--- src/rtl/parking_entry_gate.sv ---
// Entry-lane controller: debounces the loop detector, asks can_park, drives the barrier
// and emits one car_arrive per admitted vehicle. Define GATE_STATS_EN for reject/timeout counters.
module parking_entry_gate #(
    parameter int DEBOUNCE_CYCLES = 4,
    parameter int GATE_TIMEOUT    = 32,
    parameter int CNT_W           = 8
) (
    input  logic             clk,
    input  logic             rst_n,
    input  logic             sensor_in,
    input  logic             pass_sensor,
    input  logic             can_park,
    output logic             car_arrive,
    output logic             gate_open,
    output logic             full_lamp,
    output logic             busy,
    output logic [CNT_W-1:0] entry_count
`ifdef GATE_STATS_EN
    ,
    output logic [CNT_W-1:0] reject_count,
    output logic [CNT_W-1:0] timeout_count
`endif
);

    localparam int DBC_W = (DEBOUNCE_CYCLES < 2) ? 1 : $clog2(DEBOUNCE_CYCLES + 1);
    localparam int TMR_W = $clog2(GATE_TIMEOUT);
    localparam logic [DBC_W-1:0] DBC_LAST = DBC_W'(DEBOUNCE_CYCLES - 1);
    localparam logic [TMR_W-1:0] TMR_LAST = TMR_W'(GATE_TIMEOUT - 1);

    typedef enum logic [2:0] {
        ST_IDLE,
        ST_DETECT,
        ST_REQUEST,
        ST_OPEN,
        ST_CLEAR,
        ST_REJECT
    } state_t;

    state_t             r_state;
    logic [DBC_W-1:0]   r_dbc;
    logic [TMR_W-1:0]   r_tmr;
    logic               r_sens_meta, r_sens_sync;
    logic               r_pass_meta, r_pass_sync, r_pass_prev;
    logic               r_car_arrive, r_gate_open, r_full_lamp, r_busy;
    logic [CNT_W-1:0]   r_entry_cnt;
    logic               w_pass_rise;
`ifdef GATE_STATS_EN
    logic [CNT_W-1:0]   r_reject_cnt, r_timeout_cnt;
`endif

    function automatic logic [CNT_W-1:0] sat_inc(input logic [CNT_W-1:0] v);
        return (&v) ? v : v + 1'b1;
    endfunction

    // Both raw sensors are asynchronous to clk; only the synced copies reach the FSM.
    always_ff @(posedge clk or negedge rst_n) begin
        if (!rst_n) begin
            r_sens_meta <= 1'b0;
            r_sens_sync <= 1'b0;
            r_pass_meta <= 1'b0;
            r_pass_sync <= 1'b0;
            r_pass_prev <= 1'b0;
        end else begin
            r_sens_meta <= sensor_in;
            r_sens_sync <= r_sens_meta;
            r_pass_meta <= pass_sensor;
            r_pass_sync <= r_pass_meta;
            r_pass_prev <= r_pass_sync;
        end
    end

    assign w_pass_rise = r_pass_sync & ~r_pass_prev;

    always_ff @(posedge clk or negedge rst_n) begin
        if (!rst_n) begin
            r_state       <= ST_IDLE;
            r_dbc         <= '0;
            r_tmr         <= '0;
            r_car_arrive  <= 1'b0;
            r_gate_open   <= 1'b0;
            r_full_lamp   <= 1'b0;
            r_busy        <= 1'b0;
            r_entry_cnt   <= '0;
`ifdef GATE_STATS_EN
            r_reject_cnt  <= '0;
            r_timeout_cnt <= '0;
`endif
        end else begin
            r_car_arrive <= 1'b0;
            case (r_state)
                ST_IDLE: begin
                    if (r_sens_sync) begin
                        r_busy <= 1'b1;
                        r_dbc  <= DBC_W'(1);
                        r_state <= (DEBOUNCE_CYCLES == 1) ? ST_REQUEST : ST_DETECT;
                    end
                end
                ST_DETECT: begin
                    if (!r_sens_sync) begin
                        r_state <= ST_IDLE;
                        r_busy  <= 1'b0;
                    end else begin
                        r_dbc <= r_dbc + 1'b1;
                        // This cycle's high sample is the DEBOUNCE_CYCLES-th in a row.
                        if (r_dbc == DBC_LAST)
                            r_state <= ST_REQUEST;
                    end
                end
                ST_REQUEST: begin
                    if (can_park) begin
                        r_state     <= ST_OPEN;
                        r_tmr       <= '0;
                        r_gate_open <= 1'b1;
                    end else begin
                        r_state     <= ST_REJECT;
                        r_full_lamp <= 1'b1;
`ifdef GATE_STATS_EN
                        r_reject_cnt <= sat_inc(r_reject_cnt);
`endif
                    end
                end
                ST_OPEN: begin
                    r_tmr <= r_tmr + 1'b1;
                    // A pass edge on the timeout cycle still counts as an admission.
                    if (w_pass_rise) begin
                        r_state      <= ST_CLEAR;
                        r_car_arrive <= 1'b1;
                        r_entry_cnt  <= sat_inc(r_entry_cnt);
                    end else if (r_tmr == TMR_LAST) begin
                        r_state <= ST_CLEAR;
`ifdef GATE_STATS_EN
                        r_timeout_cnt <= sat_inc(r_timeout_cnt);
`endif
                    end
                end
                ST_CLEAR: begin
                    if (!r_pass_sync && !r_sens_sync) begin
                        r_state     <= ST_IDLE;
                        r_gate_open <= 1'b0;
                        r_busy      <= 1'b0;
                    end
                end
                ST_REJECT: begin
                    if (!r_sens_sync) begin
                        r_state     <= ST_IDLE;
                        r_full_lamp <= 1'b0;
                        r_busy      <= 1'b0;
                    end
                end
                default: begin
                    r_state     <= ST_IDLE;
                    r_gate_open <= 1'b0;
                    r_full_lamp <= 1'b0;
                    r_busy      <= 1'b0;
                end
            endcase
        end
    end

    assign car_arrive  = r_car_arrive;
    assign gate_open   = r_gate_open;
    assign full_lamp   = r_full_lamp;
    assign busy        = r_busy;
    assign entry_count = r_entry_cnt;
`ifdef GATE_STATS_EN
    assign reject_count  = r_reject_cnt;
    assign timeout_count = r_timeout_cnt;
`endif

endmodule

--- config.mk ---
export PLATFORM = sky130hd
export DESIGN_NAME = parking_entry_gate
export DESIGN_NICKNAME = d
export VERILOG_FILES = /design/src/rtl/parking_entry_gate.sv
export SDC_FILE = /design/constraint.sdc
export NUM_CORES = 1
export LEC_CHECK = 0
export ABC_AREA = 1
export CAP_MARGIN = 10
export CORE_MARGIN = 2
export CORE_UTILIZATION = 50
export CTS_BUF_LIST = sky130_fd_sc_hd__clkbuf_4 sky130_fd_sc_hd__clkbuf_8 sky130_fd_sc_hd__clkbuf_16
export CTS_CLUSTER_SIZE = 16
export DETAILED_ROUTE_END_ITERATION = 10
export PLACE_DENSITY = 0.73
export SLEW_MARGIN = 5
export SYNTH_ARGS = -nofsm -noshare
export SYNTH_HDL_FRONTEND = slang
export SYNTH_SLANG_ARGS = --single-unit
--- constraint.sdc ---
create_clock -name clk -period 1.8 [get_ports clk]
set_input_delay 0.45 -clock clk [delete_from_list [all_inputs] [get_ports clk]]
set_output_delay 0.45 -clock clk [all_outputs]
set_load 0.05 [all_outputs]
# Yosys cells after proc, flatten, opt, wreduce, memory -nomap -nowiden
# Cells that the tools add are included.
# W data, S select, Z words.
word_totals:
  ff_bits: 28
  inputBits: 5
  out_inout_bits: 12
classes:
  add_sub_neg: 3
  n_eq_ne: 16
  muxes: 23
  bitwise: 6
  reduce_logical: 18
op_table:
  columns: ["operator", "n"]
  rows:
  - ["$mux W3", 9]
  - ["$pmux W3 S6", 1]
  - ["$ne A2 B2 Y1 const B", 7]
  - ["$reduce_and A3 Y1", 4]
  - ["$pmux W5 S2", 1]
  - ["$eq A3 B2 Y1 const B", 3]
  - ["$add A8 B1 Y8 const B", 1]
  - ["$reduce_and A8 Y1", 1]
  - ["$reduce_or A4 Y1", 2]
  - ["$mux W1", 7]
  - ["$eq A3 B3 Y1 const B", 2]
  - ["$ne A3 B3 Y1 const B", 2]
  - ["$pmux W1 S3", 2]
  - ["$pmux W3 S2", 1]
  - ["$add A5 B1 Y5 const B", 1]
  - ["$eq A5 B5 Y1 const B", 1]
  - ["$mux W5", 1]
  - ["$not A1 Y1", 5]
  - ["$reduce_and A5 Y1", 1]
  - ["$pmux W1 S4", 1]
  - ["$reduce_and A4 Y1", 1]
  - ["$reduce_bool A2 Y1", 2]
  - ["$reduce_or A2 Y1", 2]
  - ["$add A3 B1 Y3 const B", 1]
  - ["other kinds (6)", 7]

# Logic depth before layout (Yosys ltp)
# Gate-level depths: netlist of run 1.
depth:
  depth_word: 4
  depth_mapped: 11
  ltp_nobuf: 11

# Worst setup path after synthesis of run 1
# No wires, ideal clock.
synth_path:
  kind: "register -> register"
  from: "register r_entry_cnt[1] (netlist: entry_count[1])"
  to: "register r_entry_cnt[7] (netlist: entry_count[7])"
  setup_ns: 0.118
  arrival_time_ns: 1.479
  required_ns: 1.682
  path_slack_ns: 0.203
  stages_incl_launch_ff: 9
  path_buffers: 0
  period_less_slack_ns: 1.597
  path_cell_list: "dfrtp_1 ha_1 nand2_1 nor2_2 nand3_2 nand2_4 inv_4 nand2_1 nand2_1"
synth_between:
  elab_chain_cells: 3
  elab_cells_between_ends: 4
  cone_classes: "add/sub (1); bitwise (1); reduce/logical (2)"
synth_rtl:
  columns: ["item", "line", "rtl"]
  rows:
  - ["from (decl)", "45", "logic [CNT_W-1:0] r_entry_cnt;"]
  - ["from (signal assigned)", "128", "r_entry_cnt <= sat_inc(r_entry_cnt);"]
  - ["branches (longest 3 deep; another with $add A8 B1 Y8)", null, null]
# Parallel ways; which one is timed is not known.
# A chain may end at the register's enable or synchronous reset.

# Final worst setup path of run 1
layout_path:
  from: "register r_tmr[0]"
  to: "register r_state[2]"
layout_between:
  elab_chain_cells: 3
layout_rtl:
  columns: ["item", "line", "rtl"]
  rows:
  - ["from (decl)", "41", "logic [TMR_W-1:0] r_tmr;"]
  - ["from (signal assigned)", "123", "r_tmr <= r_tmr + 1'b1;"]
  - ["$eq A5 B5 Y1", "129", "end else if (r_tmr == TMR_LAST) begin"]
  - ["$ne A3 B3 Y1 (no source line)", null, null]
  - ["$reduce_and A5 Y1 (no source line)", null, null]
  - ["to (signal assigned)", "95", "r_state <= (DEBOUNCE_CYCLES == 1) ? ST_REQUEST : ST_DETECT;"]
  - ["to (decl)", "39", "state_t r_state;"]
# Every way passes these cells.

==> metrics, run 1 <==
status=finished, final reports clean; die area=between 3000 and 4000 µm²; Pleak=between 0.9 and 1 nW; VDD IR max=0.8051 mV; Multi-input gate area=620.6 µm²; critical path type=reg2reg; Slew @ Worst Pin=approximately 0.40 ns; clock-pin slew of the registers on the worst-case setup and hold paths=about 0.16 ns; port bufs=16; Max-slew headroom=73.05%; Seq cells post-synth=28; Reg power frac=about 44%; most used cell, CP=nand2_1; TritonCTS buffer count=3; CTS max path bufs=2; Cell Int Power=around 1.3 mW; H-Tree Depth=1; Tmin final=about 1.5 ns; Fillers=between 200 and 250; Period Utilization, post-route=a little over four fifths; DRC=0; share of layout cells above drive strength 1=16.67%; vias per cell=about 5.1; WP data required=approximately 2.0 ns; simple-gate share of the synthesized area=a little over 30%; Final Hold Vio Count=0; main combinational cell family by area after synthesis=simple AND/OR/NAND/NOR gates; post-synthesis cell count=between 150 and 200; Clock Sinks=28; Layout Skew=0.009417 ns; row count=19; Setup crit end kind=register; Routed WL=approximately 2700 µm; routability cong.=between 0.8 and 0.9; Synthesized Nets=182; drt pass-1 iters=4; clock tree from TritonCTS=done; wire per inst=around 12 µm; Register Area=between 700 and 800 µm²; diode count=0; Final WS setup=around 0.28 ns; num ports=17; first-pass GRT wire length=between 4000 and 5000 µm; worst r2r src=r_tmr[0]; Slew Limit Fails=0; XOR/XNOR Fraction of Synth Area=under 10%; Via Count=~1100; crit path cell chain=ha_1 > nand2_1 > nor2_1 > ha_1 > inv_1 > nand2_1 > nor2_2 > nor2_2 > nand2_1 > nand2_1 > nand2_1; hold path depth=0; clock root buffer=clkbuf_4; Avg Inst Size Synth=8.322 µm²; Clock power frac=approximately a fifth; Synth Area in Adders=approximately 4.4%; Final TNS setup=0 ns; endpoints failing setup=0; setup bufs post-CTS=0; type of the tightest min-delay check=reg2reg; synthesized area=around 1400 µm²; pin count of the biggest net entering global routing=29; critical path's top delay family=simple AND/OR/NAND/NOR gates; sw frac=between 40 and 50%; crit-path max cell delay=~0.42 ns; # Max-Cap Violations=0; vias in the first global route=approximately 1100; Buf+Inv Stages, Crit Path=1; YS warnings=0; hold path endpoint=r_sens_sync; hold_buf cts=0; reg2reg end=r_state[2]; Starting Density=roughly 52%; core area=between 2000 and 3000 µm²; post-synth cell types=23; post-route ant nets=0; Pwr Density=between 1000 and 1500 nW/µm²; die width=57.51 µm; Layout Nets=between 200 and 250; Seq/Total Area, Yosys=between 40% and 50%; initial antenna violation count=0; die height=57.51 µm; placed cell count=219; critical path's slowest cell=dfrtp_1; CP Max Fanout=4; Area Growth Syn to Fin=16.08%; GR Util All Layers=a little under a fifth; fin cells=about 220; Max Clk Rate=between 0.6 and 0.7 GHz; CP arrival=between 1.5 and 2 ns; Clock Latency Late Sink=approximately 0.33 ns; crit start category=register; Compound-Gate Fraction of Synth Area=approximately 5.9%; CTS resizes=0; Final Power=between 2 and 2.5 mW; total gr overflow=0; Reg2Reg Setup Slack=0.28 ns; HPWL Detailed=about 2000 µm; Initial DRC Count=55; dpl ws=around 0.26 ns; worst min-delay path startpoint=r_sens_meta; Logic pwr share=37.0%; Switch Pwr=0.8788 mW; RSZ-0062 raised after global routing=no; mux contribution to synthesized area=0%; Worst Reg-to-Reg Cells=11
how the worst max path moves through the flow:
stage,startpoint,end,slack (ns),cells past startpoint
global placement,can_park,gate_open,0.29,6
detailed placement,can_park,gate_open,0.26,6
global route,r_tmr[0],r_state[2],0.14,11
floorplan,entry_count[1],entry_count[7],0.20,8
CTS,entry_count[2],entry_count[2],0.28,1
finish,r_tmr[0],r_state[2],0.28,11
registers in the layout, summed over array words and instances, names as in the netlist:
name / flops
entry_count: 8
r_tmr: 5
r_dbc: 3
r_state: 3
busy: 1
car_arrive: 1
full_lamp: 1
gate_open: 1
r_pass_meta: 1
r_pass_prev: 1
r_pass_sync: 1
r_sens_meta: 1
r_sens_sync: 1
layout by cell type, fill, tap and decap left out, drive strengths merged, types with 2 or more instances in the layout:
| cell type | n |
|---|---|
| buf | 13 |
| clkdlybuf4s50 | 4 |
| dfrtp | 28 |
| ha | 5 |
| clkbuf | 3 |
| nand3 | 18 |
| xnor2 | 3 |
| o21ai | 13 |
| inv | 25 |
| a21oi | 2 |
| nor2 | 12 |
| nand4 | 2 |
| nand2 | 60 |
layout make-up:
| cell class | count | area share [%] |
|---|---|---|
| multi-input cells | 118 | 37.35 |
| clock buffers | 3 | 1.355 |
| flip-flops and latches | 28 | 42.17 |
| clock inverters | 1 | 1.807 |
| well taps | 31 | 2.334 |
| repair buffers | 17 | 9.036 |
| inverters | 25 | 5.949 |
power by group through the flow:
stage / Combinational, mW / Clock [mW] / Sequential (mW)
3_3_place_gp: 0.778 / 0 / 0.950
5_1_grt: 0.906 / 0.443 / 0.974
4_1_cts: 0.807 / 0.426 / 0.949
2_1_floorplan: 0.479 / 0 / 1.06
3_5_place_dp: 0.805 / 0 / 0.963
6_report: 0.799 / 0.414 / 0.949
cells in the mapped netlist:
cell	count	share of area (%)
buf_6	1	0.79
o21ai_0	12	4.2
nand4_1	2	0.87
nand3_4	1	1.2
nor2_8	1	1.4
nand3_1	15	5.2
o21ai_1	1	0.35
inv_2	2	0.52
dfrtp_1	28	49
nand2_4	1	0.79
xnor2_1	3	1.8
nand2_1	57	15
nor3_1	1	0.35
xor2_1	1	0.61
nor2_1	7	1.8
inv_4	2	0.87
a21oi_1	2	0.70
a22o_1	1	0.61
nand2_2	2	0.87
nor2_2	4	1.7
inv_1	21	5.5
ha_1	5	4.4
nand3_2	2	1.4
per-stage QoR:
stage	cell area [µm²]	hold WS [ns]	utilization (%)
finish	1662	0.3848	60.78
global route	1662	0.3945	60.78
CTS	1662	0.3833	60.78
detailed placement	1609	0.3451	58.86
global placement	1609	0.3321	58.86
floorplan	1431	0.1544	-
worst reg2reg max path: stages (launching register included):
cell and delay (ns):
dfrtp_1 0.42, ha_1 0.20, nand2_1 0.06, nor2_1 0.11, ha_1 0.15, inv_1 0.04
nand2_1 0.06, nor2_2 0.05, nor2_2 0.15, nand2_1 0.07, nand2_1 0.06, nand2_1 0.05
metal layers:
layer | track usage, % | vias to the layer above | part of all wire (%)
li1 | - | 583 | -
met1 | 23.83 | 527 | 46
met2 | 29.87 | 27 | 47
met3 | 2.948 | 4 | 5.0
met4 | 8.306 | 0 | 1.2
met5 | 0 | - | 0
kinds of logic after synthesis:
family,after synthesis
fa+ha+maj,5
simple gates,93
xor+xnor,4
compound gates,16
flops,28
buf+inv,26
Power figures use the tool's default switching activity.
==> run 2, diff against run 1 <==
Settings changed: CORE_UTILIZATION 50 to 49, PLACE_DENSITY 0.73 to 0.74.
Clock period 1.8 ns to 1.2 ns, I/O delays scaled along.
==> metrics, run 2 (synthesis results as in run 1) <==
status=finished with violations; failing checks=setup timing; die width=58.05 µm (+0.94%); clock root buffer=clkbuf_4; gr busiest metal=met2; vias in the first global route=1446 (+34%); hold_buf cts=0 (unchanged); initial antenna violation count=0 (unchanged); Layout Skew=0.01096 ns (+0.001543 ns); commonest non-fill, non-tap cell in the layout=nand2_1; Clock Sinks=28 (unchanged); Pwr Density=1850 nW/µm² (+42%); num ports=17 (unchanged); Fillers=143 (-40%); hold_ws=0.2820 ns (-0.1028 ns); CTS max path bufs=2 (unchanged); WP data required=1.46 ns (-0.58 ns); Tmin final=1.501 ns (-0.01733 ns); diode count=0 (unchanged); die area=3369 µm² (+1.9%); share of layout cells above drive strength 1=44.98% (+28 points); DRC=0 (unchanged); Final Hold Vio Count=0 (unchanged); CP Max Fanout=4 (unchanged); Max-slew headroom=83.43% (+10 points); met2 usage=43.02% (+13 points); # Max-Cap Violations=0 (unchanged); Layout Nets=240 (+18%); Starting Density=51.91% (-0.45 points); RSZ-0062 raised after global routing=yes; Worst path depth=11 (unchanged); Final TNS setup=-2.647 ns (-2.647 ns); GR Util met3=2.455% (-0.49 points); crit start category=register; drt pass-1 iters=4 (unchanged); max FFs per register=8 (unchanged); Buf+Inv Stages, Crit Path=1 (unchanged); clock-pin slew of the registers on the worst-case setup and hold paths=0.16 ns (about the same); highest-count cells in the layout ignoring fill and taps=nand2_1 (46), buf_4 (29), inv_1 (19), dfrtp_1 (18); vias per cell=5.504 (+7.6%); routability cong.=0.8059 (-2.2%); Via Count=1431 (+25%); pin count of the biggest net entering global routing=29 (unchanged); first-pass GRT wire length=6279 µm (+33%); Slew @ Worst Pin=0.2467 ns (-0.1575 ns); endpoints failing setup=26 (+26); clock tree from TritonCTS=done; crit-path max cell delay=0.43 ns (about the same); critical path's slowest cell=dfrtp_1; type of the tightest min-delay check=in2async; TritonCTS buffer count=3 (unchanged); core area=2758 µm² (+0.87%); Max Clk Rate=0.6662 GHz (+1.2%); critical path's top delay family=simple AND/OR/NAND/NOR gates; Clock Latency Late Sink=0.35 ns (+0.02 ns); row count=19 (unchanged); critical path type=reg2reg; Area Growth Syn to Fin=60.84%; wire per inst=15.88 µm (+33%); Final WS setup=-0.3011 ns (-0.5827 ns); HPWL Detailed=2091 µm (+3.8%); routing usage on met1=30.14% (+6.3 points); Routed WL=4129 µm (+55%); Setup crit end kind=register; Worst Reg-to-Reg Cells=11 (unchanged); GR Util All Layers=24.32% (+6.0 points); post-route ant nets=0 (unchanged); Pleak=1.172 nW (+30%); VDD IR max=1.556 mV (+93%); crit path cell chain=ha_4 > nand2_4 > nor2_4 > ha_4 > inv_2 > nand2_2 > nor2_4 > nor2_4 > nand2_1 > nand2_1 > nand2_1; die height=58.05 µm (+0.94%); Initial DRC Count=75 (+36%); H-Tree Depth=1 (unchanged); port bufs=16 (unchanged); total gr overflow=0 (unchanged); Period Utilization, post-route=125.1% (+41 points); CP arrival=1.76 ns (about the same); Slew Limit Fails=0 (unchanged)
run 2: power by group:
part	leakage, nW	internal (mW)	switching (mW)
clock network	0.0279	0.339	0.308
logic	0.796	1.04	1.15
registers	0.348	1.18	0.246
run 2: final timing paths:
check	slack (ns)	endpoint	start
max in group asynchronous	0.74	entry_count[0]	rst_n
worst max-delay path	-0.30	r_state[2]	r_tmr[0]
worst max register to register	-0.30	r_state[2]	r_tmr[0]
worst min-delay path	0.28	r_pass_prev	rst_n
worst min register to register	0.37	r_sens_sync	r_sens_meta
min in group clk	0.37	r_sens_sync	r_sens_meta
run 2: what timing repair did:
item,4_1_cts,5_1_grt
pin swaps,5,19
setup endpoints to repair,29,31
setup buffers,17,4
resized for setup,16,33
cloned,1,0
run 2: through the flow:
step	cells	setup WS, ns	power, mW	utilization [%]	area [µm²]
after floorplan	172	-0.1443	2.349	-	1464
after global placement	234	-0.1925	3.048	69.06	1904
after detailed placement	234	-0.2414	3.123	69.06	1904
after CTS	256	-0.2414	3.919	77.86	2147
after global routing	260	-0.3451	4.470	83.48	2302
final	260	-0.3011	4.260	83.48	2302
run 2: final cells by class:
type / instances / area, µm² / area share (%)
flip-flops and latches: 28 / 713.2 / 30.98
inverters: 25 / 103.9 / 4.511
clock buffers: 3 / 22.52 / 0.9783
repair buffers: 53 / 596.8 / 25.92
multi-input cells: 119 / 797.0 / 34.62
clock inverters: 1 / 30.03 / 1.304
well taps: 31 / 38.79 / 1.685
run 2: per-layer routing:
| metal | share of wire (%) | vias to the layer above |
|---|---|---|
| met5 | 0 | - |
| met4 | 4.0 | 0 |
| met3 | 5.5 | 21 |
| met2 | 52 | 67 |
| met1 | 38 | 683 |
| li1 | - | 660 |
